===== src/rtl/alu_pkg.sv =====
`default_nettype none
// ============================================================================
// Package     : alu_pkg
// Description : Shared definitions for the ALU issue stage: ALU op codes,
//               RV32I major opcodes and the buffered issue-entry bundle.
// Revision    : 1.0 - initial release
// ============================================================================
package alu_pkg;

    localparam int ALU_W = 32;

    // ALU operation encodings
    localparam logic [2:0] ALU_AND = 3'b000;
    localparam logic [2:0] ALU_OR  = 3'b001;
    localparam logic [2:0] ALU_ADD = 3'b010;
    localparam logic [2:0] ALU_SUB = 3'b110;
    localparam logic [2:0] ALU_SLT = 3'b111;

    // RV32I major opcodes handled by this stage
    localparam logic [6:0] OPC_RTYPE  = 7'b0110011;
    localparam logic [6:0] OPC_ITYPE  = 7'b0010011;
    localparam logic [6:0] OPC_LOAD   = 7'b0000011;
    localparam logic [6:0] OPC_STORE  = 7'b0100011;
    localparam logic [6:0] OPC_BRANCH = 7'b1100011;

    // One issued instruction as seen by the ALU
    typedef struct packed {
        logic [ALU_W-1:0] a;
        logic [ALU_W-1:0] b;
        logic [2:0]       op;
        logic             illegal;
    } issue_entry_t;

endpackage : alu_pkg
`default_nettype wire


===== src/rtl/alu_ctl_decode.sv =====
`default_nettype none
// ============================================================================
// Module      : alu_ctl_decode
// Description : Combinational ALU control decode. Maps opcode / funct3 /
//               funct7[5] to the ALU op, the operand-B source and an illegal
//               flag. Illegal encodings report op=ADD and use_imm=0.
// Ports       : opcode[6:0], funct3[2:0], funct7_b5 in;
//               op[2:0], use_imm, illegal out.
// Revision    : 1.0 - initial release
// ============================================================================
module alu_ctl_decode
    import alu_pkg::*;
(
    input  logic [6:0] opcode,
    input  logic [2:0] funct3,
    input  logic       funct7_b5,
    output logic [2:0] op,
    output logic       use_imm,
    output logic       illegal
);

    always_comb begin
        op      = ALU_ADD;
        use_imm = 1'b0;
        illegal = 1'b0;
        case (opcode)
            OPC_RTYPE: begin
                case (funct3)
                    3'b000:  op = funct7_b5 ? ALU_SUB : ALU_ADD;
                    3'b111:  op = ALU_AND;
                    3'b110:  op = ALU_OR;
                    3'b010:  op = ALU_SLT;
                    default: illegal = 1'b1;
                endcase
            end
            OPC_ITYPE: begin
                use_imm = 1'b1;
                // ADDI has no SUB form, so funct7 is not consulted here
                case (funct3)
                    3'b000:  op = ALU_ADD;
                    3'b111:  op = ALU_AND;
                    3'b110:  op = ALU_OR;
                    3'b010:  op = ALU_SLT;
                    default: illegal = 1'b1;
                endcase
            end
            OPC_LOAD, OPC_STORE: begin
                op      = ALU_ADD;  // address generation
                use_imm = 1'b1;
            end
            OPC_BRANCH: begin
                op = ALU_SUB;       // ALU zero flag gives equality
            end
            default: illegal = 1'b1;
        endcase

        if (illegal) begin
            op      = ALU_ADD;
            use_imm = 1'b0;
        end
    end

endmodule : alu_ctl_decode
`default_nettype wire


===== src/rtl/alu_issue_stage.sv =====
`default_nettype none
// ============================================================================
// Module      : alu_issue_stage
// Description : Execute-issue stage in front of the 32-bit ALU. Decodes the
//               ALU op, selects operand B and presents registered a/b/op
//               through a 2-entry skid buffer (output register + skid
//               register). in_ready is registered, so there is no
//               combinational path from out_ready to in_ready.
// Ports       : clk, reset (async, active high);
//               in_valid/in_ready, opcode, funct3, funct7, rs1_val, rs2_val,
//               imm (upstream); out_valid/out_ready, alu_a, alu_b, alu_op,
//               out_illegal (downstream).
// Options     : ALU_ISSUE_STATS_EN adds saturating stat_issued/stat_illegal
//               counter outputs.
// Revision    : 1.0 - initial release
// ============================================================================
module alu_issue_stage
    import alu_pkg::*;
#(
    parameter int WIDTH  = 32,
    parameter int STAT_W = 16
) (
    input  logic              clk,
    input  logic              reset,
    input  logic              in_valid,
    output logic              in_ready,
    input  logic [6:0]        opcode,
    input  logic [2:0]        funct3,
    input  logic [6:0]        funct7,
    input  logic [WIDTH-1:0]  rs1_val,
    input  logic [WIDTH-1:0]  rs2_val,
    input  logic [WIDTH-1:0]  imm,
    output logic              out_valid,
    input  logic              out_ready,
    output logic [WIDTH-1:0]  alu_a,
    output logic [WIDTH-1:0]  alu_b,
    output logic [2:0]        alu_op,
`ifdef ALU_ISSUE_STATS_EN
    output logic [STAT_W-1:0] stat_issued,
    output logic [STAT_W-1:0] stat_illegal,
`endif
    output logic              out_illegal
);

    typedef enum logic [1:0] {
        S_EMPTY = 2'd0,
        S_ONE   = 2'd1,
        S_FULL  = 2'd2
    } buf_state_e;

    localparam issue_entry_t ENTRY_RESET = '{a: '0, b: '0, op: ALU_ADD, illegal: 1'b0};

    logic [2:0]   dec_op;
    logic         dec_use_imm;
    logic         dec_illegal;
    issue_entry_t new_entry;
    logic         accept;

    buf_state_e   state_q,     state_d;
    issue_entry_t out_q,       out_d;
    issue_entry_t skid_q,      skid_d;
    logic         out_valid_q, out_valid_d;
    logic         in_ready_q,  in_ready_d;

    // Only funct7[5] participates in decode
    logic unused_funct7_bits;
    assign unused_funct7_bits = ^{funct7[6], funct7[4:0]};

    alu_ctl_decode u_decode (
        .opcode    (opcode),
        .funct3    (funct3),
        .funct7_b5 (funct7[5]),
        .op        (dec_op),
        .use_imm   (dec_use_imm),
        .illegal   (dec_illegal)
    );

    // Illegal entries issue with zeroed operands so the ALU result is 0
    always_comb begin
        new_entry.a       = dec_illegal ? '0 : rs1_val;
        new_entry.b       = dec_illegal ? '0 : (dec_use_imm ? imm : rs2_val);
        new_entry.op      = dec_op;
        new_entry.illegal = dec_illegal;
    end

    assign accept = in_valid && in_ready_q;

    always_comb begin
        state_d = state_q;
        out_d   = out_q;
        skid_d  = skid_q;
        case (state_q)
            S_EMPTY: begin
                if (accept) begin
                    out_d   = new_entry;
                    state_d = S_ONE;
                end
            end
            S_ONE: begin
                if (accept && out_ready) begin
                    out_d = new_entry;
                end else if (accept) begin
                    skid_d  = new_entry;
                    state_d = S_FULL;
                end else if (out_ready) begin
                    state_d = S_EMPTY;
                end
            end
            S_FULL: begin
                // in_ready is low here, so no accept can coincide
                if (out_ready) begin
                    out_d   = skid_q;
                    state_d = S_ONE;
                end
            end
            default: state_d = S_EMPTY;
        endcase
        out_valid_d = (state_d != S_EMPTY);
        in_ready_d  = (state_d != S_FULL);
    end

    always_ff @(posedge clk or posedge reset) begin
        if (reset) begin
            state_q     <= S_EMPTY;
            out_q       <= ENTRY_RESET;
            skid_q      <= ENTRY_RESET;
            out_valid_q <= 1'b0;
            in_ready_q  <= 1'b1;
        end else begin
            state_q     <= state_d;
            out_q       <= out_d;
            skid_q      <= skid_d;
            out_valid_q <= out_valid_d;
            in_ready_q  <= in_ready_d;
        end
    end

    assign in_ready    = in_ready_q;
    assign out_valid   = out_valid_q;
    assign alu_a       = out_q.a;
    assign alu_b       = out_q.b;
    assign alu_op      = out_q.op;
    assign out_illegal = out_q.illegal;

`ifdef ALU_ISSUE_STATS_EN
    logic [STAT_W-1:0] stat_issued_q,  stat_issued_d;
    logic [STAT_W-1:0] stat_illegal_q, stat_illegal_d;

    always_comb begin
        stat_issued_d  = stat_issued_q;
        stat_illegal_d = stat_illegal_q;
        if (out_valid_q && out_ready) begin
            if (!(&stat_issued_q)) begin
                stat_issued_d = stat_issued_q + STAT_W'(1);
            end
            if (out_q.illegal && !(&stat_illegal_q)) begin
                stat_illegal_d = stat_illegal_q + STAT_W'(1);
            end
        end
    end

    always_ff @(posedge clk or posedge reset) begin
        if (reset) begin
            stat_issued_q  <= '0;
            stat_illegal_q <= '0;
        end else begin
            stat_issued_q  <= stat_issued_d;
            stat_illegal_q <= stat_illegal_d;
        end
    end

    assign stat_issued  = stat_issued_q;
    assign stat_illegal = stat_illegal_q;
`else
    logic [STAT_W-1:0] unused_stat_w;
    assign unused_stat_w = '0;
`endif

endmodule : alu_issue_stage
`default_nettype wire


===== config.mk =====
export PLATFORM = sky130hd
export DESIGN_NAME = alu_issue_stage
export DESIGN_NICKNAME = d
export VERILOG_FILES = /design/src/rtl/alu_pkg.sv /design/src/rtl/alu_ctl_decode.sv /design/src/rtl/alu_issue_stage.sv
export SDC_FILE = /design/constraint.sdc
export NUM_CORES = 1
export LEC_CHECK = 0
export CAP_MARGIN = 40
export CELL_PAD_IN_SITES_DETAIL_PLACEMENT = 2
export CELL_PAD_IN_SITES_GLOBAL_PLACEMENT = 2
export CORE_UTILIZATION = 33
export DETAILED_ROUTE_END_ITERATION = 10
export PLACE_DENSITY_LB_ADDON = 0.1
export SLEW_MARGIN = 20
export SYNTH_ARGS = -nofsm -noshare
export SYNTH_HDL_FRONTEND = slang
export SYNTH_SLANG_ARGS = --single-unit

===== constraint.sdc =====
create_clock -name clk -period 11.7 [get_ports clk]
set_input_delay 1.755 -clock clk [delete_from_list [all_inputs] [get_ports clk]]
set_output_delay 1.755 -clock clk [all_outputs]
set_load 0.02 [all_outputs]

==> impl_metrics.toml <==
[floorplanning]
die_h_um = 155.7
die-area_mm2 = 0.02425
initial_core_util_pct = 34.04
rows = 55
ioPinCount = 187
die_x_um = 155.7
core_region_area_mm2 = 0.02292

[placed_design]
dpl.hpwl_um = 18700
io_buffers = 180
pre_cts_slack_ns = 6.674
place_congestion = 0.7406
dp.cells = 1216

[clock_tree]
clock_latency_ns = 0.43
cts_inserted_buffers = 17
ctsRootBufferMaster = "clkbuf_16"
clk_pin_slew_ns = 0.06
cts_tree = "yes"
clockBufferDepth = 2
cts_resized = 0
cts_sinks = 140
htree_levels = 4
cts_setup_buffers = 0
hold_buffers = 0

[sta]
fin_crit_sh_pct = 38.36
finClkSkew_ns = 0.01130
clock.fmax_mhz = 222.8
tns_ns = 0
grt_setup_unrepaired = "false"
setup_slack_ns = 7.212
worst_slew_pin_slew_ns = 0.7456
slew_headroom_pct = 50.18
fin_crit_ns = 4.488
report.final.hold_viol_count = 0
drv_slew = 0
holdWs_ns = 0.4839
setup-violations-final = 0

[global_routing]
grt_pass1_vias = 8169
antenna_found_initial = 5
grt_max_degree = 84
grt_pass1_wl_um = 46120
overflow = 0
grt.total_usage_pct = 24.88

[yosys]
yosys_warnings = 0
syn_area_per_cell_um2 = 9.824
synthCells = 794
ys_ff_latch = 140
async_reset_ff_share_pct = 100.0
synthFlopType = "dfrtp_1"
synth_cell_types = 37
synth_edf_count = 0
synthesis.nets = 911
synth_area_mm2 = 0.007800
ys_seq_area_share_pct = 44.96

[worst_hold_path]
hold_path.class = "flop to flop"

[setup_path]
path_cells = "clkdlybuf4s50_1 -> nor2b_4 -> o32a_2 -> buf_4 -> o21ai_0 -> mux2_2"
crit_path_start_kind = "primary input"
critPathMaxFanout = 38
crit_type = "primary input to flop"
cp.required_ns = 12.01
crit_buf_inv = 2
slowest_stage = "o32a_2"
cp_top_family = "buffers and inverters"
cpPeakStageDelay_ns = 0.72
worstPathArrival_ns = 4.80
crit_path_end_kind = "flop"

[run_status]
status = "finished, final reports clean"

[power_and_ir_drop]
ir_drop_mv = 0.1062
p_leak_nw = 4.229
power_density_mw_per_mm2 = 143.6
finalPower_mw = 1.518

[detailed_routing]
totalWireLength_um = 29030
wl_per_cell_um = 23.13
vias_per_cell = 5.678
route.detailed.drc = 0
vias = 7126
initialDrtViolationCount = 258
detail-route-antenna-nets = 0
first_pass_iters = 4

[layout]
fillers = 2381
mostFrequentLayoutCells = "clkdlybuf4s50_1 (180), dfrtp_1 (137), nand2_1 (134), mux2_2 (70), o21ai_0 (68)"
drive_gt1_share_pct = 19.00
final_common_cell = "clkdlybuf4s50_1"
instances_no_fill = 1255
nets = 1041
areaGrowthSynthToFinish_pct = 35.45

[job]
cap_violations = 0
cells in the mapped netlist (6+ instances only):
master      n  area [µm²]
nor2_1     35       131.4
o211ai_1   32       240.2
buf_2      21       105.1
dfrtp_1   137        3428
o41ai_2    29       471.7
or3_1      32       200.2
o31ai_1    33       247.7
o32ai_1    21       183.9
mux2_2     70       788.3
nand2_1   134       503.0
buf_4       6       45.04
o32ai_2    11       178.9
buf_1       9       33.78
nand3_1    66       330.3
clkbuf_1   45       168.9
o21ai_0    68       340.3
worst register-to-register path, stage by stage (launching register included):
cell and delay, ns:
dfrtp_1 0.51, and3b_1 0.27, nand2b_4 0.47, buf_4 0.62, buf_12 0.30, nand2_1 0.15, o41ai_2 0.06
power breakdown:
part / internal, mW / switching [mW] / leakage, nW
Clock: 0.328 / 0.242 / 0.298
Sequential: 0.525 / 0.0273 / 1.92
Combinational: 0.158 / 0.237 / 2.01
Total: 1.01 / 0.507 / 4.23
layer usage:
metal	global-route usage, %	routed length, µm	vias to the layer above
li1	-	-	3188
met1	30.79	12650	3741
met2	43.22	14800	172
met3	5.000	1180	25
met4	8.123	390	0
met5	0	0	-
registers in the layout (all words and copies together), names as in the netlist:
signal,cells
alu_a,32
alu_b,32
alu_op,3
in_ready,1
out_illegal,1
out_valid,1
skid_q,68
state_q,2
logic make-up after synthesis:
group	count (synthesis)	synth area share [%]
compound gates	208	22.95
mux	70	10.11
buf+inv	93	5.630
flops	140	44.96
simple gates	283	16.35
area by class of cell:
class                      count  area, µm²  area share, %
sequential                   140       3507          33.20
clock buffer                  18      439.2          4.157
tap                          313      391.6          3.707
inverter                       4      20.02         0.1895
timing repair buffer         200       2087          19.75
antenna                        5      12.51         0.1184
multi-input combinational    561       3934          37.23
clock inverter                14      173.9          1.646
path summary, 6_finish.rpt:
path                       cells after the start        from  slack (ns)         end
min in group asynchronous                      2       reset        1.59    alu_b[5]
hold / removal                                 2   skid_q[8]        0.48   skid_q[8]
hold reg to reg                                2   skid_q[8]        0.48   skid_q[8]
setup reg to reg                               6  state_q[1]        9.21  skid_q[20]
max in group asynchronous                      5       reset        8.92    in_ready
setup / recovery                               6   funct3[2]        7.21   alu_a[18]
metrics by stage:
step	utilization, %	cell area [µm²]
finish	46.10	10570
global route	46.08	10560
CTS	45.81	10500
detailed placement	43.13	9884
global placement	42.47	9732
floorplan	-	7800
Power figures use the tool's default switching activity.
